File: config.mk
export PLATFORM = sky130hd
export DESIGN_NAME = shift_add_multiplier
export DESIGN_NICKNAME = d
export VERILOG_FILES = /design/src/rtl/shift_add_multiplier.sv
export SDC_FILE = /design/constraint.sdc
export NUM_CORES = 1
export LEC_CHECK = 0
export BUFFER_PORTS_ARGS = -buffer_cell sky130_fd_sc_hd__buf_2
export CORE_MARGIN = 4
export CORE_UTILIZATION = 60
export CTS_CLUSTER_SIZE = 40
export DETAILED_ROUTE_END_ITERATION = 6
export PLACE_DENSITY = 0.9
export SLEW_MARGIN = 20
export SYNTH_ARGS = -nofsm -noshare
export SYNTH_HDL_FRONTEND = slang
export SYNTH_HIERARCHICAL = 1
export SYNTH_SLANG_ARGS = --single-unit
File: constraint.sdc
create_clock -name clk -period 13.1 [get_ports clk]
set_clock_uncertainty 0.1 [all_clocks]
set_input_delay 1.31 -clock clk [delete_from_list [all_inputs] [get_ports clk]]
set_output_delay 1.31 -clock clk [all_outputs]
set_load 0.01 [all_outputs]
File: src/rtl/shift_add_multiplier.sv
// Iterative radix-2 shift-add multiplier (LEGv8 MUL/SMULH/UMULH).
// Signed operands are multiplied as magnitudes, and the 2W-bit result is negated at the end.

module adder #(
  parameter int W = 64
) (
  input  logic [W-1:0] a,
  input  logic [W-1:0] b,
  input  logic         sub,
  output logic [W-1:0] sum,
  output logic         carry_out,
  output logic         overflow
);
  logic [W-1:0] b_eff;
  logic [W:0]   full;

  always_comb begin
    b_eff     = sub ? ~b : b;
    full      = {1'b0, a} + {1'b0, b_eff} + {{W{1'b0}}, sub};
    sum       = full[W-1:0];
    carry_out = full[W];
    overflow  = (a[W-1] == b_eff[W-1]) && (sum[W-1] != a[W-1]);
  end
endmodule

module shift_add_multiplier #(
  parameter int DATA_WIDTH = 64
) (
  input  logic                  clk,
  input  logic                  reset,
  input  logic                  start,
  input  logic                  is_signed,
  input  logic [DATA_WIDTH-1:0] A,
  input  logic [DATA_WIDTH-1:0] B,
  output logic                  ready,
  output logic                  done,
  output logic [DATA_WIDTH-1:0] product_lo,
  output logic [DATA_WIDTH-1:0] product_hi
);
  localparam int W  = DATA_WIDTH;
  localparam int CW = (W > 1) ? $clog2(W) : 1;

  typedef enum logic [1:0] {
    S_IDLE = 2'd0,
    S_ITER = 2'd1,
    S_DONE = 2'd2
  } state_t;

  state_t         state_q, state_d;
  logic [W-1:0]   mag_a_q, mag_a_d;
  logic [W-1:0]   acc_hi_q, acc_hi_d;
  logic [W-1:0]   acc_lo_q, acc_lo_d;
  logic           neg_q, neg_d;
  logic [CW-1:0]  count_q, count_d;
  logic [W-1:0]   prod_lo_q, prod_lo_d;
  logic [W-1:0]   prod_hi_q, prod_hi_d;

  logic [W-1:0]   addend;
  logic [W-1:0]   add_sum;
  logic           add_cout;
  logic           unused_ovf;
  logic [2*W-1:0] shifted;
  logic [2*W-1:0] final_p;

  assign addend = acc_lo_q[0] ? mag_a_q : '0;

  adder #(.W(W)) u_adder (
    .a         (acc_hi_q),
    .b         (addend),
    .sub       (1'b0),
    .sum       (add_sum),
    .carry_out (add_cout),
    .overflow  (unused_ovf)
  );

  // The adder carry becomes the top bit of the accumulator after the right shift.
  assign shifted = {add_cout, add_sum, acc_lo_q[W-1:1]};
  assign final_p = neg_q ? (~shifted) + {{(2*W-1){1'b0}}, 1'b1} : shifted;

  always_comb begin
    state_d   = state_q;
    mag_a_d   = mag_a_q;
    acc_hi_d  = acc_hi_q;
    acc_lo_d  = acc_lo_q;
    neg_d     = neg_q;
    count_d   = count_q;
    prod_lo_d = prod_lo_q;
    prod_hi_d = prod_hi_q;
    case (state_q)
      S_IDLE: begin
        if (start) begin
          // |most-negative| still fits as an unsigned W-bit magnitude.
          mag_a_d  = (is_signed && A[W-1]) ? (~A) + {{(W-1){1'b0}}, 1'b1} : A;
          acc_lo_d = (is_signed && B[W-1]) ? (~B) + {{(W-1){1'b0}}, 1'b1} : B;
          acc_hi_d = '0;
          neg_d    = is_signed & (A[W-1] ^ B[W-1]);
          count_d  = '0;
          state_d  = S_ITER;
        end
      end
      S_ITER: begin
        acc_hi_d = shifted[2*W-1:W];
        acc_lo_d = shifted[W-1:0];
        count_d  = count_q + 1'b1;
        if (count_q == CW'(W-1)) begin
          prod_hi_d = final_p[2*W-1:W];
          prod_lo_d = final_p[W-1:0];
          state_d   = S_DONE;
        end
      end
      S_DONE:  state_d = S_IDLE;
      default: state_d = S_IDLE;
    endcase
  end

  always_ff @(posedge clk or posedge reset) begin
    if (reset) begin
      state_q   <= S_IDLE;
      mag_a_q   <= '0;
      acc_hi_q  <= '0;
      acc_lo_q  <= '0;
      neg_q     <= 1'b0;
      count_q   <= '0;
      prod_lo_q <= '0;
      prod_hi_q <= '0;
    end else begin
      state_q   <= state_d;
      mag_a_q   <= mag_a_d;
      acc_hi_q  <= acc_hi_d;
      acc_lo_q  <= acc_lo_d;
      neg_q     <= neg_d;
      count_q   <= count_d;
      prod_lo_q <= prod_lo_d;
      prod_hi_q <= prod_hi_d;
    end
  end

  assign ready      = (state_q == S_IDLE);
  assign done       = (state_q == S_DONE);
  assign product_lo = prod_lo_q;
  assign product_hi = prod_hi_q;
endmodule

Word level (Yosys, flattened, before mapping) --
Cells that the tools add are included.
Storage, ports and cells: logic and storage cells 44, register bits after elaboration 329, input port bits 132, output and inout bits 130
Operators by class: $add $sub $neg 5, bitwise operators 5, reductions and logical operators 8, muxes and demuxes 13, equal/unequal tests 5
Operators by type and width (count):
- 2-to-1 mux 64 bit | 5
- case mux 64 bit (2 select lines) | 2
- adder 128 x 1 -> 128 bit (second input constant) | 1
- adder 64 x 1 -> 64 bit (second input constant) | 2
- 2-to-1 mux 128 bit | 1
- NOT 128 bit | 1
- NOT 64 bit | 2
- adder 64 x 64 -> 65 bit | 1
- case mux 6 bit (2 select lines) | 1
- AND reduction 2 bit | 4
- adder 6 x 1 -> 6 bit (second input constant) | 1
- equality test 6 bit (second input constant) | 1
- 2-to-1 mux 6 bit | 1
- 2-to-1 mux 2 bit | 2
- != test 2 bit (second input constant) | 2
- case mux 2 bit (2 select lines) | 1
- equality test 2 x 1 -> 1 bit (second input constant) | 1
- equality test 2 bit (second input constant) | 1
- logical AND 1 bit | 2
- zero test 2 bit | 1
- nonzero test 2 bit | 1
- bitwise AND 1 bit | 1
- bitwise XOR 1 bit | 1

Longest topological paths before layout --
depth in word-level cells 5, mapped depth 23, mapped depth without buffers 21

Hierarchy --
The synthesis kept the hierarchy.
By module, submodules not included:
- shift_add_multiplier | cells each 2228, instances 1, seq. area each 8232.9 sq um, area an instance 18945.7 sq um
- adder | cells each 614, instances 1, seq. area each 0.0 sq um, area an instance 4403.0 sq um

Least setup slack after synthesis --
Ideal clock, no wire load.
path kind register to register, start register acc_lo_q[0], end register prod_hi_q[63], in the netlist product_hi[63], arrival time 4.992 ns, clock period less this slack 5.225 ns, path slack 7.875 ns, library setup time 0.133 ns, path buffers 3, data required time 12.867 ns, cell stages (with the launch flop) 23, cell sequence dfrtp_1 > clkbuf_1 > clkbuf_1 > and2_1 > xor2_1 > ha_1 > a21oi_1 > o21ai_0 > a21oi_1 > o31ai_1 > a31oi_4 > o21bai_1 > a21oi_1 > o21bai_1 > xor2_1 > or4_1 > clkbuf_1 > nor3_1 > nand4_1 > or3_1 > o31ai_1 > xor2_1 > o21ai_0
On the way: longest elaborated chain between the ends 5
Ends and longest elaborated chain:
- start: declaration | line 52 | logic [W-1:0] acc_lo_q, acc_lo_d;
- start signal: assignment | line 130 | acc_lo_q <= acc_lo_d;
- 2-to-1 mux 64 bit | line 65 | assign addend = acc_lo_q[0] ? mag_a_q : '0;
- net addend[13] | line 58 | logic [W-1:0] addend;
- adder 64 x 64 -> 65 bit | line 19 | full = {1'b0, a} + {1'b0, b_eff} + {{W{1'b0}}, sub};
- net add_sum[36] | line 59 | logic [W-1:0] add_sum;
- NOT 128 bit | line 78 | assign final_p = neg_q ? (~shifted) + {{(2*W-1){1'b0}}, 1'b1} : shifted;
- adder 128 x 1 -> 128 bit | line 78
- 2-to-1 mux 128 bit | line 78
- end signal: assignment | line 134 | prod_hi_q <= prod_hi_d;
- end: declaration | line 56 | logic [W-1:0] prod_hi_q, prod_hi_d;
The timed path passes the listed nets, and every way through them passes these cells. A chain may end at the register's enable or synchronous reset.

Worst setup path after layout --
Same ends and word-level chain as after synthesis.

==> impl_metrics.tcl <==
set metrics [dict create \
    hpwl_mm 54.38 \
    h-tree-depth 2 \
    n_antenna_cell 0 \
    final_nets 3182 \
    cts_tree "built" \
    dieArea_um2 42110 \
    synth_area_um2 23340 \
    avgRoutedWirePerCell_um 21.10 \
    pin_count 262 \
    gp_congestion 1.011 \
    drive_gt1_frac 0.1321 \
    rrSetupSlack_ns 6.34 \
    cts.sinks 329 \
    power_leakage_nw 11.02 \
    synthesis.yosys.warnings 6 \
    crit_required_ns 13.41 \
    viasPerCell 6.490 \
    grt_max_degree 195 \
    post_cts_buffers 0 \
    area_delta_synth_final_pct 11.35 \
    relSlewSlack 0.2818 \
    cpPeakStageDelay_ns 0.67 \
    crit_arrival_ns 7.07 \
    place_ws_ns 6.609 \
    cts_inserted_buffers 38 \
    slew_viol_final 0 \
    routed_wirelength_mm 74.21 \
    first_pass_iters 5 \
    timing.fmax_mhz 147.9 \
    grt_pass1_vias 21950 \
    period_minus_slack_ns 6.761 \
    drc 0 \
    hp-class "flop to flop" \
    power.density_nw_per_um2 265.6 \
    crit_path_cell_trace "buf_4 -> and2_1 -> xor2_1 -> inv_1 -> fa_1 -> nand2b_1 -> a21oi_2 -> o21ai_2 -> o221ai_4 -> a31oi_4 -> o31ai_4 -> nor4b_4 -> a211oi_2 -> xnor2_1 -> or4_1 -> nor4_1 -> nand4_1 -> or3_1 -> o31ai_1 -> xor2_1 -> o21ai_0" \
    setup_tns_ns 0 \
    initialDrtViolationCount 2596 \
    rows 71 \
    run_status "finished clean" \
    crit_slowest_cell "or4_1" \
    synth_area_per_cell_um2 8.217 \
    core_um2 38020 \
    rsz0062_at_grt "false" \
    cts_hold_buffers 0 \
    final_area_um2 25980 \
    dieHeight_um 205.2 \
    overflow 0 \
    final_cells 3517 \
    hold_viol_final 0 \
    endpoint_kind "flop" \
    crit_type "flop to flop" \
    cpMostUsedCell "xor2_1" \
    antenna_found_initial 3 \
    vias 22830 \
    cts_resized 0 \
    fin_total_pwr_mw 6.902 \
    antenna_left 0 \
    layout_setup_ws_ns 6.339 \
    synthCells 2840 \
    cp_max_fo 64 \
    initial_core_util 0.6138 \
    portBuffers 261 \
    final-setup-viol-count 0 \
    ir_drop_mv 0.1366 \
    die_x_um 205.2 \
    synth.net_count 3040 \
    clk_pin_slew_ns 0.06 \
    groute.usage.overall 0.3424 \
    root_buffer "clkbuf_16" \
    cp-start-kind "flop" \
    maxCapViolCount 0 \
    clock_latency_ns 0.56 \
    grt_pass1_wl_mm 116.3 \
    cts_buffer_depth 3 \
    worst_pin_slew_ns 1.069 \
    place_inst 3452 \
    place_area_um2 24780 \
    period_share 0.5161 \
]
through the flow:
stage	util	hold WS (ns)
after CTS	0.6827	0.3746
after floorplan	-	0.3311
after global placement	0.6516	0.3517
after global routing	0.6834	0.3884
final	0.6834	0.3723
after detailed placement	0.6516	0.3629
where the power goes:
group | total (mW) | internal [mW] | switching (mW) | leakage (nW)
combinational | 4.16 | 1.43 | 2.73 | 6.37
sequential | 1.71 | 1.36 | 0.351 | 4.06
clock | 1.04 | 0.597 | 0.440 | 0.592
cells in the final DEF (no fill, tap or decap), types with 16 or more instances in the layout:
cell type and instances:
a21o_1 22, a21oi_1 143, a22o_1 19, a22oi_1 43, a31oi_1 16, and2_1 69, buf_2 261, buf_4 18
clkbuf_16 39, dfrtp_1 328, ha_1 67, inv_1 27, nand2_1 452, nand3_1 57, nand4_1 41, nor2_1 129
nor3_1 67, nor4_1 51, o21ai_0 376, o21ai_1 23, o31ai_1 58, o41ai_1 26, or3_1 45, or4_1 40
xnor2_1 95, xor2_1 249
area by class of cell:
cell class | count | area, um2
multi-input cells | 2304 | 14330
flip-flops and latches | 329 | 8237
well taps | 511 | 639.4
inverters | 28 | 112.6
clock buffers | 50 | 1077
clock inverters | 14 | 105.1
fillers | 3122 | 12040
repair buffers | 281 | 1489
routing by layer:
layer / track usage / share of wire / vias to the layer above
met4: 0.1617 / 0.053 / 6
met2: 0.5452 / 0.46 / 1253
met1: 0.4517 / 0.39 / 10880
met5: 0 / 0.00051 / -
li1: - / - / 10450
met3: 0.06887 / 0.094 / 247
path summary, 6_finish.rpt:
path | startpoint | to | cells past startpoint
max | acc_lo_q[0] | product_hi[63] | 21
min | product_lo[23] | product_lo[23] | 2
max reg2reg | acc_lo_q[0] | product_hi[63] | 21
min reg2reg | product_lo[23] | product_lo[23] | 2
max in group asynchronous | reset | acc_hi_q[10] | 4
min in group asynchronous | reset | product_hi[61] | 2
flip-flops by register name, indices dropped and copies added (netlist names):
name / flops
acc_lo_q: 64
acc_hi_q: 64
neg_q: 1
product_lo: 64
mag_a_q: 64
count_q: 6
product_hi: 64
state_q: 2
critical path: cells and delay by family, from the launching register on:
| kind | cells | cell delay (ns) |
|---|---|---|
| buf+inv | 2 | 0.54 |
| fa+ha+maj | 1 | 0.43 |
| compound gates | 8 | 1.66 |
| flops | 1 | 0.35 |
| xor+xnor | 3 | 0.65 |
| simple gates | 7 | 2.84 |
(Power assumes the default switching activity.)
